### src/rtl/morse_char_encoder.sv
// -----------------------------------------------------------------------------
// morse_char_encoder
//   Upstream feeder for the Morse serial shift-out stage. Takes one ASCII
//   character per valid/ready handshake, looks it up in an internal Morse ROM
//   and presents the 3-bit element codes one at a time on P_DATA. The shift
//   stage pulses 'next' when it has consumed the current code.
//   Element codes: dot = 3'b001, dash = 3'b111, one silent unit = 3'b000.
//
// Parameters
//   CGAP_UNITS  silence units after the last element of a character
//   WGAP_UNITS  silence units emitted for an ASCII space
//
// Ports
//   clk         in   1  clock, all state updates on the rising edge
//   rst_n       in   1  synchronous active-low reset
//   char_in     in   8  ASCII character
//   char_valid  in   1  char_in is valid
//   char_ready  out  1  encoder can accept a character (IDLE only)
//   P_DATA      out  3  current element code for the shift stage
//   next        in   1  shift stage consumed P_DATA this cycle
//   busy        out  1  encoder is not IDLE
// -----------------------------------------------------------------------------
module morse_char_encoder #(
  parameter int CGAP_UNITS = 3,
  parameter int WGAP_UNITS = 4
) (
  input  logic       clk,
  input  logic       rst_n,
  input  logic [7:0] char_in,
  input  logic       char_valid,
  output logic       char_ready,
  output logic [2:0] P_DATA,
  input  logic       next,
  output logic       busy
);

  typedef enum logic [2:0] {
    S_IDLE = 3'd0,
    S_ELEM = 3'd1,
    S_EGAP = 3'd2,
    S_CGAP = 3'd3,
    S_WGAP = 3'd4
  } state_t;

  localparam logic [2:0] CGAP_LAST = 3'(CGAP_UNITS - 1);
  localparam logic [2:0] WGAP_LAST = 3'(WGAP_UNITS - 1);

  localparam logic [2:0] CODE_DOT  = 3'b001;
  localparam logic [2:0] CODE_DASH = 3'b111;
  localparam logic [2:0] CODE_SIL  = 3'b000;

  // Morse ROM. Returns {hit, len[2:0], pat[4:0]}; pat bit i is element i
  // (1 = dash) and bit 0 is sent first. Lower-case letters fold to upper.
  function automatic logic [8:0] rom_lookup(input logic [7:0] ch);
    logic [7:0] up;
    logic [8:0] res;
    res = 9'd0;
    if ((ch >= 8'h61) && (ch <= 8'h7A)) begin
      up = ch - 8'd32;
    end else begin
      up = ch;
    end
    case (up)
      8'h41: res = {1'b1, 3'd2, 5'b00010}; // A .-
      8'h42: res = {1'b1, 3'd4, 5'b00001}; // B -...
      8'h43: res = {1'b1, 3'd4, 5'b00101}; // C -.-.
      8'h44: res = {1'b1, 3'd3, 5'b00001}; // D -..
      8'h45: res = {1'b1, 3'd1, 5'b00000}; // E .
      8'h46: res = {1'b1, 3'd4, 5'b00100}; // F ..-.
      8'h47: res = {1'b1, 3'd3, 5'b00011}; // G --.
      8'h48: res = {1'b1, 3'd4, 5'b00000}; // H ....
      8'h49: res = {1'b1, 3'd2, 5'b00000}; // I ..
      8'h4A: res = {1'b1, 3'd4, 5'b01110}; // J .---
      8'h4B: res = {1'b1, 3'd3, 5'b00101}; // K -.-
      8'h4C: res = {1'b1, 3'd4, 5'b00010}; // L .-..
      8'h4D: res = {1'b1, 3'd2, 5'b00011}; // M --
      8'h4E: res = {1'b1, 3'd2, 5'b00001}; // N -.
      8'h4F: res = {1'b1, 3'd3, 5'b00111}; // O ---
      8'h50: res = {1'b1, 3'd4, 5'b00110}; // P .--.
      8'h51: res = {1'b1, 3'd4, 5'b01011}; // Q --.-
      8'h52: res = {1'b1, 3'd3, 5'b00010}; // R .-.
      8'h53: res = {1'b1, 3'd3, 5'b00000}; // S ...
      8'h54: res = {1'b1, 3'd1, 5'b00001}; // T -
      8'h55: res = {1'b1, 3'd3, 5'b00100}; // U ..-
      8'h56: res = {1'b1, 3'd4, 5'b01000}; // V ...-
      8'h57: res = {1'b1, 3'd3, 5'b00110}; // W .--
      8'h58: res = {1'b1, 3'd4, 5'b01001}; // X -..-
      8'h59: res = {1'b1, 3'd4, 5'b01101}; // Y -.--
      8'h5A: res = {1'b1, 3'd4, 5'b00011}; // Z --..
      8'h30: res = {1'b1, 3'd5, 5'b11111}; // 0 -----
      8'h31: res = {1'b1, 3'd5, 5'b11110}; // 1 .----
      8'h32: res = {1'b1, 3'd5, 5'b11100}; // 2 ..---
      8'h33: res = {1'b1, 3'd5, 5'b11000}; // 3 ...--
      8'h34: res = {1'b1, 3'd5, 5'b10000}; // 4 ....-
      8'h35: res = {1'b1, 3'd5, 5'b00000}; // 5 .....
      8'h36: res = {1'b1, 3'd5, 5'b00001}; // 6 -....
      8'h37: res = {1'b1, 3'd5, 5'b00011}; // 7 --...
      8'h38: res = {1'b1, 3'd5, 5'b00111}; // 8 ---..
      8'h39: res = {1'b1, 3'd5, 5'b01111}; // 9 ----.
      default: res = 9'd0;
    endcase
    return res;
  endfunction

  state_t     r_state;
  logic [2:0] r_idx;
  logic [2:0] r_cnt;
  logic [2:0] r_len;
  logic [4:0] r_pat;
  logic [2:0] r_p_data;
  logic       r_ready;
  logic       r_busy;

  state_t     w_state_nxt;
  logic [2:0] w_idx_nxt;
  logic [2:0] w_cnt_nxt;
  logic [2:0] w_len_nxt;
  logic [4:0] w_pat_nxt;
  logic [2:0] w_p_data_nxt;
  logic [4:0] w_pat_shift;
  logic [8:0] w_rom;

  // Next-state, counters and the code that P_DATA will carry next cycle.
  always_comb begin
    w_state_nxt  = r_state;
    w_idx_nxt    = r_idx;
    w_cnt_nxt    = r_cnt;
    w_len_nxt    = r_len;
    w_pat_nxt    = r_pat;
    w_rom        = rom_lookup(char_in);
    w_pat_shift  = 5'd0;
    w_p_data_nxt = CODE_SIL;

    case (r_state)
      // char_ready is high throughout IDLE, so char_valid alone is an accept.
      // 'next' is ignored here, including in the accept cycle.
      S_IDLE: begin
        if (char_valid) begin
          if (w_rom[8]) begin
            w_state_nxt = S_ELEM;
            w_idx_nxt   = 3'd0;
            w_len_nxt   = w_rom[7:5];
            w_pat_nxt   = w_rom[4:0];
          end else if (char_in == 8'h20) begin
            w_state_nxt = S_WGAP;
            w_cnt_nxt   = 3'd0;
          end else begin
            w_state_nxt = S_IDLE;  // unknown code: consumed, nothing sent
          end
        end else begin
          w_state_nxt = S_IDLE;
        end
      end
      S_ELEM: begin
        if (next) begin
          if (r_idx == (r_len - 3'd1)) begin
            w_state_nxt = S_CGAP;  // last element goes straight to char gap
            w_cnt_nxt   = 3'd0;
          end else begin
            w_state_nxt = S_EGAP;
          end
        end else begin
          w_state_nxt = S_ELEM;
        end
      end
      S_EGAP: begin
        if (next) begin
          w_state_nxt = S_ELEM;
          w_idx_nxt   = r_idx + 3'd1;
        end else begin
          w_state_nxt = S_EGAP;
        end
      end
      S_CGAP: begin
        if (next) begin
          if (r_cnt == CGAP_LAST) begin
            w_state_nxt = S_IDLE;
          end else begin
            w_cnt_nxt = r_cnt + 3'd1;
          end
        end else begin
          w_state_nxt = S_CGAP;
        end
      end
      S_WGAP: begin
        if (next) begin
          if (r_cnt == WGAP_LAST) begin
            w_state_nxt = S_IDLE;
          end else begin
            w_cnt_nxt = r_cnt + 3'd1;
          end
        end else begin
          w_state_nxt = S_WGAP;
        end
      end
      default: begin
        w_state_nxt = S_IDLE;
        w_idx_nxt   = 3'd0;
        w_cnt_nxt   = 3'd0;
      end
    endcase

    // P_DATA is registered, so derive it from the state being entered.
    w_pat_shift = w_pat_nxt >> w_idx_nxt;
    if (w_state_nxt == S_ELEM) begin
      w_p_data_nxt = w_pat_shift[0] ? CODE_DASH : CODE_DOT;
    end else begin
      w_p_data_nxt = CODE_SIL;
    end
  end

  // State, counters, latched ROM entry and registered outputs.
  always_ff @(posedge clk) begin
    if (!rst_n) begin
      r_state  <= S_IDLE;
      r_idx    <= 3'd0;
      r_cnt    <= 3'd0;
      r_len    <= 3'd0;
      r_pat    <= 5'd0;
      r_p_data <= CODE_SIL;
      r_ready  <= 1'b1;
      r_busy   <= 1'b0;
    end else begin
      r_state  <= w_state_nxt;
      r_idx    <= w_idx_nxt;
      r_cnt    <= w_cnt_nxt;
      r_len    <= w_len_nxt;
      r_pat    <= w_pat_nxt;
      r_p_data <= w_p_data_nxt;
      r_ready  <= (w_state_nxt == S_IDLE);
      r_busy   <= (w_state_nxt != S_IDLE);
    end
  end

  assign P_DATA     = r_p_data;
  assign char_ready = r_ready;
  assign busy       = r_busy;

endmodule

### config.mk
export PLATFORM = sky130hd
export DESIGN_NAME = morse_char_encoder
export DESIGN_NICKNAME = d
export VERILOG_FILES = /design/src/rtl/morse_char_encoder.sv
export SDC_FILE = /design/constraint.sdc
export NUM_CORES = 1
export LEC_CHECK = 0
export CAP_MARGIN = 20
export CELL_PAD_IN_SITES_DETAIL_PLACEMENT = 1
export CELL_PAD_IN_SITES_GLOBAL_PLACEMENT = 1
export CORE_ASPECT_RATIO = 1.75
export CORE_MARGIN = 2
export CORE_UTILIZATION = 40
export CTS_CLUSTER_DIAMETER = 120
export DETAILED_ROUTE_END_ITERATION = 16
export GPL_TIMING_DRIVEN = 1
export PLACE_DENSITY = 0.87
export SLEW_MARGIN = 10
export SYNTH_ARGS = -nofsm -noshare
export SYNTH_HDL_FRONTEND = slang
export SYNTH_SLANG_ARGS = --single-unit
### constraint.sdc
create_clock -name clk -period 5.45 [get_ports clk]
set_clock_uncertainty 0.1 [all_clocks]
set_input_delay 0.8175 -clock clk [delete_from_list [all_inputs] [get_ports clk]]
set_output_delay 0.8175 -clock clk [all_outputs]
set_load 0.01 [all_outputs]
Word level (Yosys, flattened, before mapping)
Memory sizes are Yosys's and may differ from the RTL's.
Cells that the tools add are included.
Storage, ports and cells
  memories: 1
  output and inout bits: 5
  input bits: 12
  word-level logic and storage cells: 74
  register bits: 22
  memory bits (read-only): 1152
Memory list
  (no name shown): depth 128, width 9, read ports 1, clocked after memory_dff 0, wr ports 0, line 63  | case (up)
Operators by class
  eq/ne operators: 18
  bitwise operators: 1
  shifts and indexed selects: 1
  reduce and logical (&&, ||, !) cells: 8
  add/subtract/negate cells: 4
  order comparisons: 2
  mux-type cells: 31
Operators by type and width (count)
  2-to-1 mux 3 bit: 21
  one-hot mux 3 bit (5 select lines): 2
  != test 2 bit, second input constant: 9
  2-to-1 mux 5 bit: 3
  == test 3 x 2 -> 1 bit, second input constant: 4
  AND reduction 10 bit: 1
  2-to-1 mux 9 bit: 1
  one-hot mux 3 bit (3 select lines): 1
  == test 8 x 6 -> 1 bit, second input constant: 1
  >= comparator 8 x 7 -> 1 bit, second input constant: 1
  <= comparator 8 x 7 -> 1 bit, second input constant: 1
  2-to-1 mux 8 bit: 1
  subtractor 8 x 6 -> 8 bit, second input constant: 1
  adder 3 x 1 -> 3 bit, second input constant: 2
  == test 3 x 1 -> 1 bit, second input constant: 2
  zero test 3 bit: 2
  >> shifter 5 x 3 -> 1 bit: 1
  == test 3 bit: 1
  == test 3 bit, second input constant: 1
  AND reduction 3 bit: 1
  nonzero test 3 bit: 1
  OR reduction 3 bit: 1
  subtractor 3 x 1 -> 3 bit, second input constant: 1
  2-to-1 mux 2 bit: 1
  other kinds (4): 4

Depth between registers and ports, before layout
An unclocked memory read counts as a cell.
  word-level depth: 10
  mapped depth: 12
  gate-level depth less buffers: 10

Worst setup path before layout
OpenSTA, ideal clock, no wires.
  path type: in2reg
  start point: input char_in[1]
  end point: register r_cnt[0]
  buffers on the path: 1
  stages: 10
  arrival time: 3.092 ns
  library setup time: 0.129 ns
  slack: 2.129 ns
  cell sequence: clkbuf_1 inv_1 ha_1 or3b_4 a32oi_2 o21ai_2 a2111oi_2 a221o_2 o311ai_4 mux2i_1
Between the ends
  cells in the longest elaborated chain, start to end: 7
  elaborated cells between the ends (all ways): 11
  classes of those cells: add/sub: 1; order compare: 2; eq/ne: 3; mux: 2; reduce/logical: 2; memory: 1
RTL lines
  start: declaration: line 29  | input logic [7:0] char_in,
  >= comparator 8 x 7 -> 1 bit or <= comparator 8 x 7 -> 1 bit (tied branches): line 58  | if ((ch >= 8'h61) && (ch <= 8'h7A)) begin
  logical AND 1 bit: line 58
  2-to-1 mux 8 bit: line 58
  memory read (128 x 9 bit)
  2-to-1 mux 9 bit: line 63
  != test 2 bit (no line)
  AND reduction 10 bit (no line) (*)
  end signal: assignment: line 226  | r_cnt <= w_cnt_nxt;
  end: declaration: line 107  | logic [2:0] r_cnt;
Mark *: on every way between the ends. The rest lies on a longest branch, timed or not.
A chain may end at the register's enable or synchronous reset.

Final worst setup path
  start point: input char_in[2]
  end point: register r_p_data[1] (netlist: P_DATA[1])
Between the ends
  cells in the longest elaborated chain, start to end: 10
  elaborated cells between the ends (all ways): 22
  classes of those cells: add/sub: 1; order compare: 2; eq/ne: 2; shift: 1; mux: 13; reduce/logical: 2; memory: 1
RTL lines
  >= comparator 8 x 7 -> 1 bit or <= comparator 8 x 7 -> 1 bit (tied branches): line 58
  logical AND 1 bit: line 58
  2-to-1 mux 8 bit: line 58
  memory read (128 x 9 bit)
  2-to-1 mux 9 bit: line 63
  2-to-1 mux 3 bit or 2-to-1 mux 5 bit (tied branches): line 139  | if (w_rom[8]) begin
  2-to-1 mux 3 bit or 2-to-1 mux 5 bit (tied branches): line 138  | if (char_valid) begin
  one-hot mux 3 bit (3 select lines), or another cell as far along: line 134  | case (r_state)
  >> shifter 5 x 3 -> 1 bit or == test 3 x 1 -> 1 bit (tied branches): line 204, 205
  2-to-1 mux 3 bit or AND reduction 2 bit (tied branches)
  end signal: assignment: line 229  | r_p_data <= w_p_data_nxt;
  end: declaration: line 110  | logic [2:0] r_p_data;
Several ways; a longest one is shown, not always the timed one.

==> flow_summary_export.csv <==
group,metric,value,unit
setup_path,cp_slowest_cell,"nor2_1",
sta,finalHoldViolCount,0,
power,internal_power,249,uW
finish,syn_to_final_growth,12.5,%
clocking,tritoncts,"yes",
clocking,clkLatencyLatePin,260,ps
synth,ys_warn_count,0,
setup_path,crit_buf_inv,2,
sta,fin_crit_sh,73.4,%
setup_path,crit_type,"primary input to flip-flop",
finish,mostFrequentLayoutCells,"nand2_1, dfxtp_1, o21ai_0, nor2_1, clkdlybuf4s50_1",
route,via_per_inst,6.07,
run_status,outcome,"finished, final reports clean",
setup_path,crit_required,5500,ps
sta,setup_viol,0,
setup_path,crit_path_max_fanout,20,
setup_path,crit_family,"simple AND/OR/NAND/NOR gates",
sta,slew_violations,0,
clocking,h-tree-depth,1,
power,vdd_ir_drop_max,129,uV
grt,track_usage,20.8,%
route,vias,1856,
route,drc,0,
power,p_leak,0.000848,uW
grt,grt_max_degree,23,
synth,ys_ff_latch,21,
hold_path,min_path_cells,2,
finish,fillers,577,
synth,ys.flop_type,"dfxtp_1",
floorplanning,die_h,95.7,um
place,hpwl,4.14,mm
finish,layout_commonest_cell,"nand2_1",
setup_path,path_cells,"clkdlybuf4s50_1 > buf_4 > or4_4 > or3b_4 > a311oi_2 > o21ai_2 > nor2_1 > mux2i_1 > a2bb2oi_1 > o21ai_1",
place,gp_congestion,0.839,
floorplanning,ios,17,
sta,rsz0062_at_grt,"false",
synth,syn_area,0.00192,sq mm
power,total_power,356,uW
clocking,cts.sinks,21,
clocking,root_buffer,"clkbuf_8",
power,power.density,165,mW/mm^2
floorplanning,die_width,56.4,um
route,drtAntennaViolNets,0,
sta,max_slew_margin,50.7,%
clocking,cts_buffer_depth,2,
finish,antennaDiodeCount,0,
floorplanning,die_area,0.00539,sq mm
hold_path,hold-path-endpoint,"r_cnt[0]",
synth,netlist_instances,245,
synth,synthesis.nets,271,
floorplanning,rows,33,
route,firstDrtPassIters,4,
setup_path,ff2ff_path_depth,8,
grt,grt_pass1_wl,8.88,mm
place,post_dp_cell_area,0.00212,sq mm
setup_path,cp-start-kind,"primary input",
clocking,path_clk_slew,80,ps
floorplanning,core,0.00467,sq mm
grt,grt_pass1_vias,1903,
setup_path,cp.depth,10,
finish,multi_input_area,0.00138,sq mm
place,numPortBuffers,16,
grt,antenna_found_initial,0,
synth,synth_async_sr_flop_share,0,%
clocking,cts_resized,0,
synth,seq_area_frac_synth,21.9,%
setup_path,cp-end-kind,"flip-flop",
sta,tns,0,ps
power,p_sw,107,uW
power,p_seq_share,44.8,%
flow_run,drv_cap,0,
clocking,hold_buffers,0,
finish,seqCellArea,420,sq um
finish,stdcell_area,0.00216,sq mm
floorplanning,initial_utilization,41.2,%
clocking,post_cts.repair.setup_buffers,0,
clocking,cts_buffers,3,
setup_path,worstReg2RegEnd,"P_DATA[1]",
setup_path,r2r_start,"r_state[2]",
grt,gr-total-overflow,0,
finish,finalNetCount,281,
hold_path,hold_path_class,"flip-flop to flip-flop",
route,wirelength,5.21,mm
synth,yosysUniqueCellTypes,56,
power,p_comb_share,26.4,%
route,wire_per_inst,17.0,um
finish,final_layout_size_suffix_gt1_share,10.6,%
setup_path,cpPeakStageDelay,600,ps
hold_path,hp-start,"r_cnt[0]",
setup_path,rrSetupSlack,2810,ps
sta,tightest_slew,737,ps
power,clkPwrFrac,28.9,%
route,drt-initial-drc-count,34,
setup_path,crit_arrival,4050,ps
synth,syn_area_per_cell,7.84,sq um
sta,fmax,250,MHz
sta,min_period,4000,ps
power,swShare,30.2,%
synth,synth_edf_count,0,
==> per-stage QoR <==
step                      instances  util [%]  setup WS, ps  hold WS [ps]
final                           306      46.3          1450           388
after CTS                       306      46.3          1430           397
after global placement          302      45.3          1250           363
after detailed placement        302      45.3          1160           385
after global routing            306      46.3          1230           426
after floorplan                 245         -          2130           351
==> how the worst max path moves through the flow <==
stage	from	endpoint	slack, ps
after floorplan	char_in[1]	r_cnt[0]	2130
after global placement	char_in[2]	P_DATA[1]	1250
after detailed placement	char_in[2]	P_DATA[1]	1160
after CTS	char_in[2]	P_DATA[1]	1430
after global routing	char_in[0]	P_DATA[1]	1230
final	char_in[2]	P_DATA[1]	1450
==> final cells by class <==
| class | count | share of cell area, % |
|---|---|---|
| tap | 52 | 3.01 |
| inverter | 15 | 2.61 |
| clock buffer | 4 | 2.08 |
| sequential | 21 | 19.5 |
| multi-input combinational | 194 | 64.0 |
| timing repair buffer | 20 | 8.80 |
==> sequential cells by signal, indices dropped and copies added (netlist names) <==
name	cells
P_DATA	2
busy	1
char_ready	1
r_cnt	3
r_idx	3
r_len	3
r_pat	5
r_state	3
==> Yosys cell counts (2+ instances only) <==
cell type	instances	share of area, %
xor2_1	4	1.8
o21ai_0	19	5.0
o21ai_2	2	0.91
o211ai_1	5	2.0
a21oi_1	15	3.9
and3_1	2	0.65
mux4_2	2	2.3
a211oi_1	2	0.78
mux2_2	2	1.2
o31ai_1	2	0.78
o31a_1	2	0.91
nor3_1	5	1.3
inv_1	14	2.7
o21bai_1	2	0.78
buf_1	2	0.39
o22ai_1	5	1.6
or2_2	2	0.65
nor2b_1	8	2.6
nand3_1	3	0.78
nor2_1	17	3.3
o211a_1	2	1.0
nand2b_1	3	0.98
a311oi_2	2	1.6
a31oi_1	6	2.0
or3_1	3	0.98
and2_1	3	0.98
clkbuf_1	12	2.3
ha_1	14	9.1
a31o_2	2	0.91
mux2i_1	10	5.2
dfxtp_1	21	22
nand2_1	23	4.5
nor3b_1	6	2.3
==> power by group through the flow <==
stage	Combinational, uW	Clock (uW)	Sequential (uW)
floorplan	62.7	0	162
global placement	91.4	0	163
detailed placement	93.7	0	163
CTS	94.1	106	160
global route	104	109	160
finish	93.9	103	160
==> metal layers <==
metal	up-vias	GRT usage [%]	wire length, um
met3	16	1.76	93
met2	32	42.2	2900
li1	913	-	-
met5	-	0	0
met1	895	20.3	2000
met4	0	10.5	220
==> worst reg2reg max path: stages (launching register included) <==
cell       delay [ps]
dfxtp_1           480
inv_1             210
nand2_1           120
a311oi_2          310
o21ai_2           150
nor2_1            600
mux2i_1           300
a2bb2oi_1         180
o21ai_1            80
==> cells by family after synthesis <==
| logic type | after synthesis | synth area share [%] |
|---|---|---|
| flip-flops | 21 | 21.9 |
| buffers and inverters | 30 | 6.06 |
| XOR/XNOR | 5 | 2.28 |
| AND/OR/NAND/NOR | 81 | 22.0 |
| adder cells (fa/ha/maj) | 14 | 9.12 |
| AO/OA/AOI/OAI | 80 | 30.0 |
| multiplexers | 14 | 8.73 |
No activity file was read; power rests on OpenSTA's default activity.
==> RTL change 1, RTL diff (same settings) <==
Encoding of `state_t`: now one-hot (5 bits for 5 states).
--- a/src/rtl/morse_char_encoder.sv
+++ b/src/rtl/morse_char_encoder.sv
@@ -36,8 +36,8 @@
 
-  typedef enum logic [2:0] {
-    S_IDLE = 3'd0,
-    S_ELEM = 3'd1,
-    S_EGAP = 3'd2,
-    S_CGAP = 3'd3,
-    S_WGAP = 3'd4
+  typedef enum logic [4:0] {
+    S_IDLE = 5'b00001,
+    S_ELEM = 5'b00010,
+    S_EGAP = 5'b00100,
+    S_CGAP = 5'b01000,
+    S_WGAP = 5'b10000
   } state_t;
Check against the original RTL: no difference found for any inputs over 10 cycles, from zero or initial values and one cycle with rst_n low; not proved beyond that.
==> RTL change 1 against the unedited design <==
  * Non-clock buffer count shrank 1
  * Critical path depth is the same
  * Sequential cell count up 2
  * Clock power grew 8%
  * Hold slack worse by 0.0056 ns
  * Largest power group unchanged
  * Utilization is 0.18 points lower
  * Setup slack worse by 0.036 ns
  * Final area is 6.3% higher
  * Highest routed layer unchanged
  * Area after synthesis is 7.3% higher
  * Routed wire length up 11%
  * Total power is 7.0% higher
==> RTL change 1: results (changes against the unedited design) <==
Run status
  • Outcome: finished clean

GRT
  • Vias in the first global route: 2,061 (+8.3%)
  • Pin count of the biggest net entering global routing: 33 (+43%)
  • First-pass GRT wire length: 9.68 mm (+9.0%)
  • Initial antenna violation count: 0 (unchanged)
  • Global-route usage over all layers: 21.3% (+0.50 points)

Pwr
  • Clk pwr: 0.111 mW (+8%)
  • Comb pwr share: 25.6% (-0.8 points)
  • Worst IR Drop VDD: 0.144 mV (+11%)
  • Leakage power: 0.910 nW (+7.3%)
  • Sw Ratio: 31.5% (+1.3 points)

Placed design
  • Dpl hpwl: 4.57 mm (+10%)
  • Gp weighted congestion: 0.866 (+3.3%)
  • Dpl cells: 324 (+7.3%)

Synthesis
  • Commonest cells post-synth: dfxtp_1, nand2_1, a21oi_1, nor2_1
  • Synth cell types: 64 (+14%)
  • Fraction of registers with async set or reset after synthesis: 0% (unchanged)
  • Syn Inst Count: 264 (+7.8%)
  • Register area share after synthesis: 22.3% (+0.45 points)
  • Synth area leaders: dfxtp_1, ha_1, a21oi_1
  • Syn_nets: 290 (+7.0%)

Worst setup path
  • Critical path arrival: 4.10 ns (+0.05 ns)
  • CP peak stage delay: 0.76 ns (+0.16 ns)
  • CP max FO: 14 (-30%)
  • Crit path max-delay cell type: clkdlybuf4s50_1
  • Worst setup startpoint: char_in[1]
  • R2R Setup Slk: 2.62 ns (-0.19 ns)
  • Top delay family on crit path: buffers and inverters
  • RR Startpoint: r_state[1]

Route
  • Post-Route WL: 5.77 mm (+11%)
  • Iter 0 DRT Violations: 55 (+62%)
  • DR WL/cell: 17.6 µm (+3.4%)
  • Vias/cell: 6.13 (+1.1%)
  • DRT Pass-1 Iters: 4 (unchanged)

Clocking
  • H-tree lvl count: 1 (unchanged)
  • Worst-path clk slew: 0.09 ns
  • TritonCTS buffer count: 3 (unchanged)
  • CTS root buf: clkbuf_8

Min path
  • Hold path start: r_cnt[1]
  • Hold endpoint: r_cnt[1]

Final layout
  • Largest regs: r_pat (5), r_state (5)
  • NumNets Final: 301 (+7.1%)
  • Fraction of layout cells with a size suffix above 1: 8.03% (-2.6 points)
  • Filler cells: 618 (+7.1%)

STA
  • Slew HR: 43.3% (-7.5 points)
  • Final Hold Slack: 0.382 ns (-0.00558 ns)
==> RTL change 1: per-layer routing <==
metal	track usage (%)	part of all wire, %
met5	0	0
met4	8.59	3.0
met3	0.919	1.2
met2	42.0	58
met1	22.2	38
==> RTL change 1: logic make-up after synthesis <==
group,Yosys count,share of synthesized area [%]
simple gates,109,29.6
compound gates,80,28.8
buf+inv,27,5.53
flops,23,22.3
fa+ha+maj,14,8.50
mux,7,3.46
xor+xnor,4,1.70
==> RTL change 1: cell type report <==
cell class	count	area (µm²)	area share, %
Multi-Input combinational cell	214	1490	64.7
Sequential cell	23	460	20.1
Timing Repair Buffer	19	183	7.96
Tap cell	54	67.6	2.94
Inverter	14	52.6	2.29
Clock buffer	3	41.3	1.80
Clock inverter	1	5.00	0.218
==> RTL change 1: through the flow <==
step	worst slack [ns]	power (mW)	cell area, µm²
floorplan	2.12	0.240	2060
global placement	1.30	0.270	2250
detailed placement	1.12	0.273	2250
CTS	1.39	0.381	2300
global route	1.15	0.398	2300
finish	1.41	0.381	2300
==> RTL change 2, RTL diff (same settings) <==
Made on the original files. Reset style: asynchronous (`rst_n`), changed in one clocked block. Comments in the files are not updated.
--- a/src/rtl/morse_char_encoder.sv
+++ b/src/rtl/morse_char_encoder.sv
@@ -212,3 +212,3 @@
   // State, counters, latched ROM entry and registered outputs.
-  always_ff @(posedge clk) begin
+  always_ff @(posedge clk or negedge rst_n) begin
     if (!rst_n) begin
Check against the original RTL: differs if rst_n is asserted again (counterexample within 4 cycles, from zero or initial values and one cycle with rst_n low); with rst_n held inactive, the same outputs for 10 cycles.
==> RTL change 2 against the unedited design <==
  * Synthesized cell count shrank 4.5%
  * Hold slack better by 0.019 ns
  * Area after synthesis fell by 0.33%
  * Routed wire length is 3.1% lower
  * Highest routed layer unchanged
  * Non-clock buffer count unchanged
  * Sequential cell count unchanged
  * Setup slack worse by 0.32 ns
  * Sequential share of layout area up 4.9 points
  * Final area hardly changed
Power is not compared: it rests on default switching activity, and its combinational part moved more than twofold at a synthesized area within 25%.
==> RTL change 2: results (changes against the unedited design) <==
Run status
  • Outcome: finished clean

Final layout
  • Clock-cell share of area: 2.14% (+0.057 points)
  • Buffering overhead: 8.80% (about the same)
  • Area of the multi-input gates: 0.00126 mm² (-8.8%)
  • Inverters: 19 (+4)
  • Seq cells: 21 (unchanged)
  • NumNets Final: 272 (-3.2%)
  • Ant. Diodes: 0 (unchanged)
  • Filler cells: 587 (+1.7%)
  • Fraction of layout cells with a size suffix above 1: 8.98% (-1.7 points)
  • Seq/total area: 24.4% (+4.9 points)
  • Multi-input gate count: 181 (-6.7%)

Synthesis
  • Fraction of registers with async set or reset after synthesis: 100% (+100 points)
  • YS warnings: 0 (unchanged)
  • XOR/XNOR Fraction of Synth Area: 2.16% (-0.12 points)
  • Syn_nets: 260 (-4.1%)
  • Adder-cell area share of the yosys netlist: 9.15% (+0.030 points)
  • Mux cell area share after synthesis: 9.22% (+0.49 points)
  • Synth area leaders: dfrtp_1, ha_1, a21oi_1
  • Commonest cells post-synth: a21oi_1, dfrtp_1, nor2_1, inv_1, nand2_1
  • Ys flop type: dfrtp_1
  • Register area share after synthesis: 27.5% (+5.6 points)
  • Complex-gate fraction of the synthesized area: 24.5% (-5.5 points)
  • Synth cell types: 57 (+1.8%)

Route
  • DRT Pass-1 Iters: 4 (unchanged)
  • Met3 wire length: 75 µm (-19%)
  • DR WL/cell: 17.0 µm (-0.19%)
  • Iter 0 DRT Violations: 82 (+140%)
  • Routed wl met2: 2.90 mm (about the same)
  • Total number of vias: 1,779 (-4.1%)
  • Wl on met1: 1.83 mm (-8.5%)

Worst setup path
  • Crit path max-delay cell type: clkdlybuf4s50_1
  • CP peak stage delay: 0.66 ns (+0.06 ns)
  • Critical path arrival: 4.39 ns (+0.34 ns)
  • CP max FO: 15 (-25%)

GRT
  • Pin count of the biggest net entering global routing: 25 (+8.7%)
  • Met3 Track Usage GR: 1.76% (unchanged)
  • Global-route usage over all layers: 20.7% (-0.057 points)
  • GR Util met1: 19.8% (-0.52 points)
  • First-pass GRT wire length: 8.84 mm (-0.47%)
  • Vias in the first global route: 1,964 (+3.2%)
  • Met2 Resource Use GR: 42.4% (+0.20 points)

Placed design
  • Dpl hpwl: 4.13 mm (-0.32%)
  • # port buffers: 16 (unchanged)
  • Gp weighted congestion: 0.852 (+1.6%)

STA
  • Slew HR: 35.1% (-16 points)

Clocking
  • Latest clock arrival within the worst-skew pair: 0.26 ns (about the same)
==> RTL change 2: worst paths after layout <==
path	cells past startpoint	startpoint	end	slack, ns
max in group asynchronous	1	rst_n	r_pat[3]	3.67
setup reg to reg	7	r_state[2]	P_DATA[1]	2.83
hold / removal	1	r_pat[4]	r_pat[4]	0.41
setup / recovery	10	char_in[1]	P_DATA[1]	1.13
min in group asynchronous	1	rst_n	r_len[2]	0.99
hold reg to reg	1	r_pat[4]	r_pat[4]	0.41
==> RTL change 2: stage by stage <==
step / util, % / worst slack (ns) / power [mW] / cells
after floorplan: - / 1.65 / 0.536 / 234
after global placement: 45.3 / 1.00 / 0.636 / 293
after detailed placement: 45.3 / 0.884 / 0.651 / 293
after CTS: 46.3 / 1.14 / 0.753 / 297
after global routing: 46.3 / 0.964 / 0.810 / 297
final: 46.3 / 1.13 / 0.744 / 297
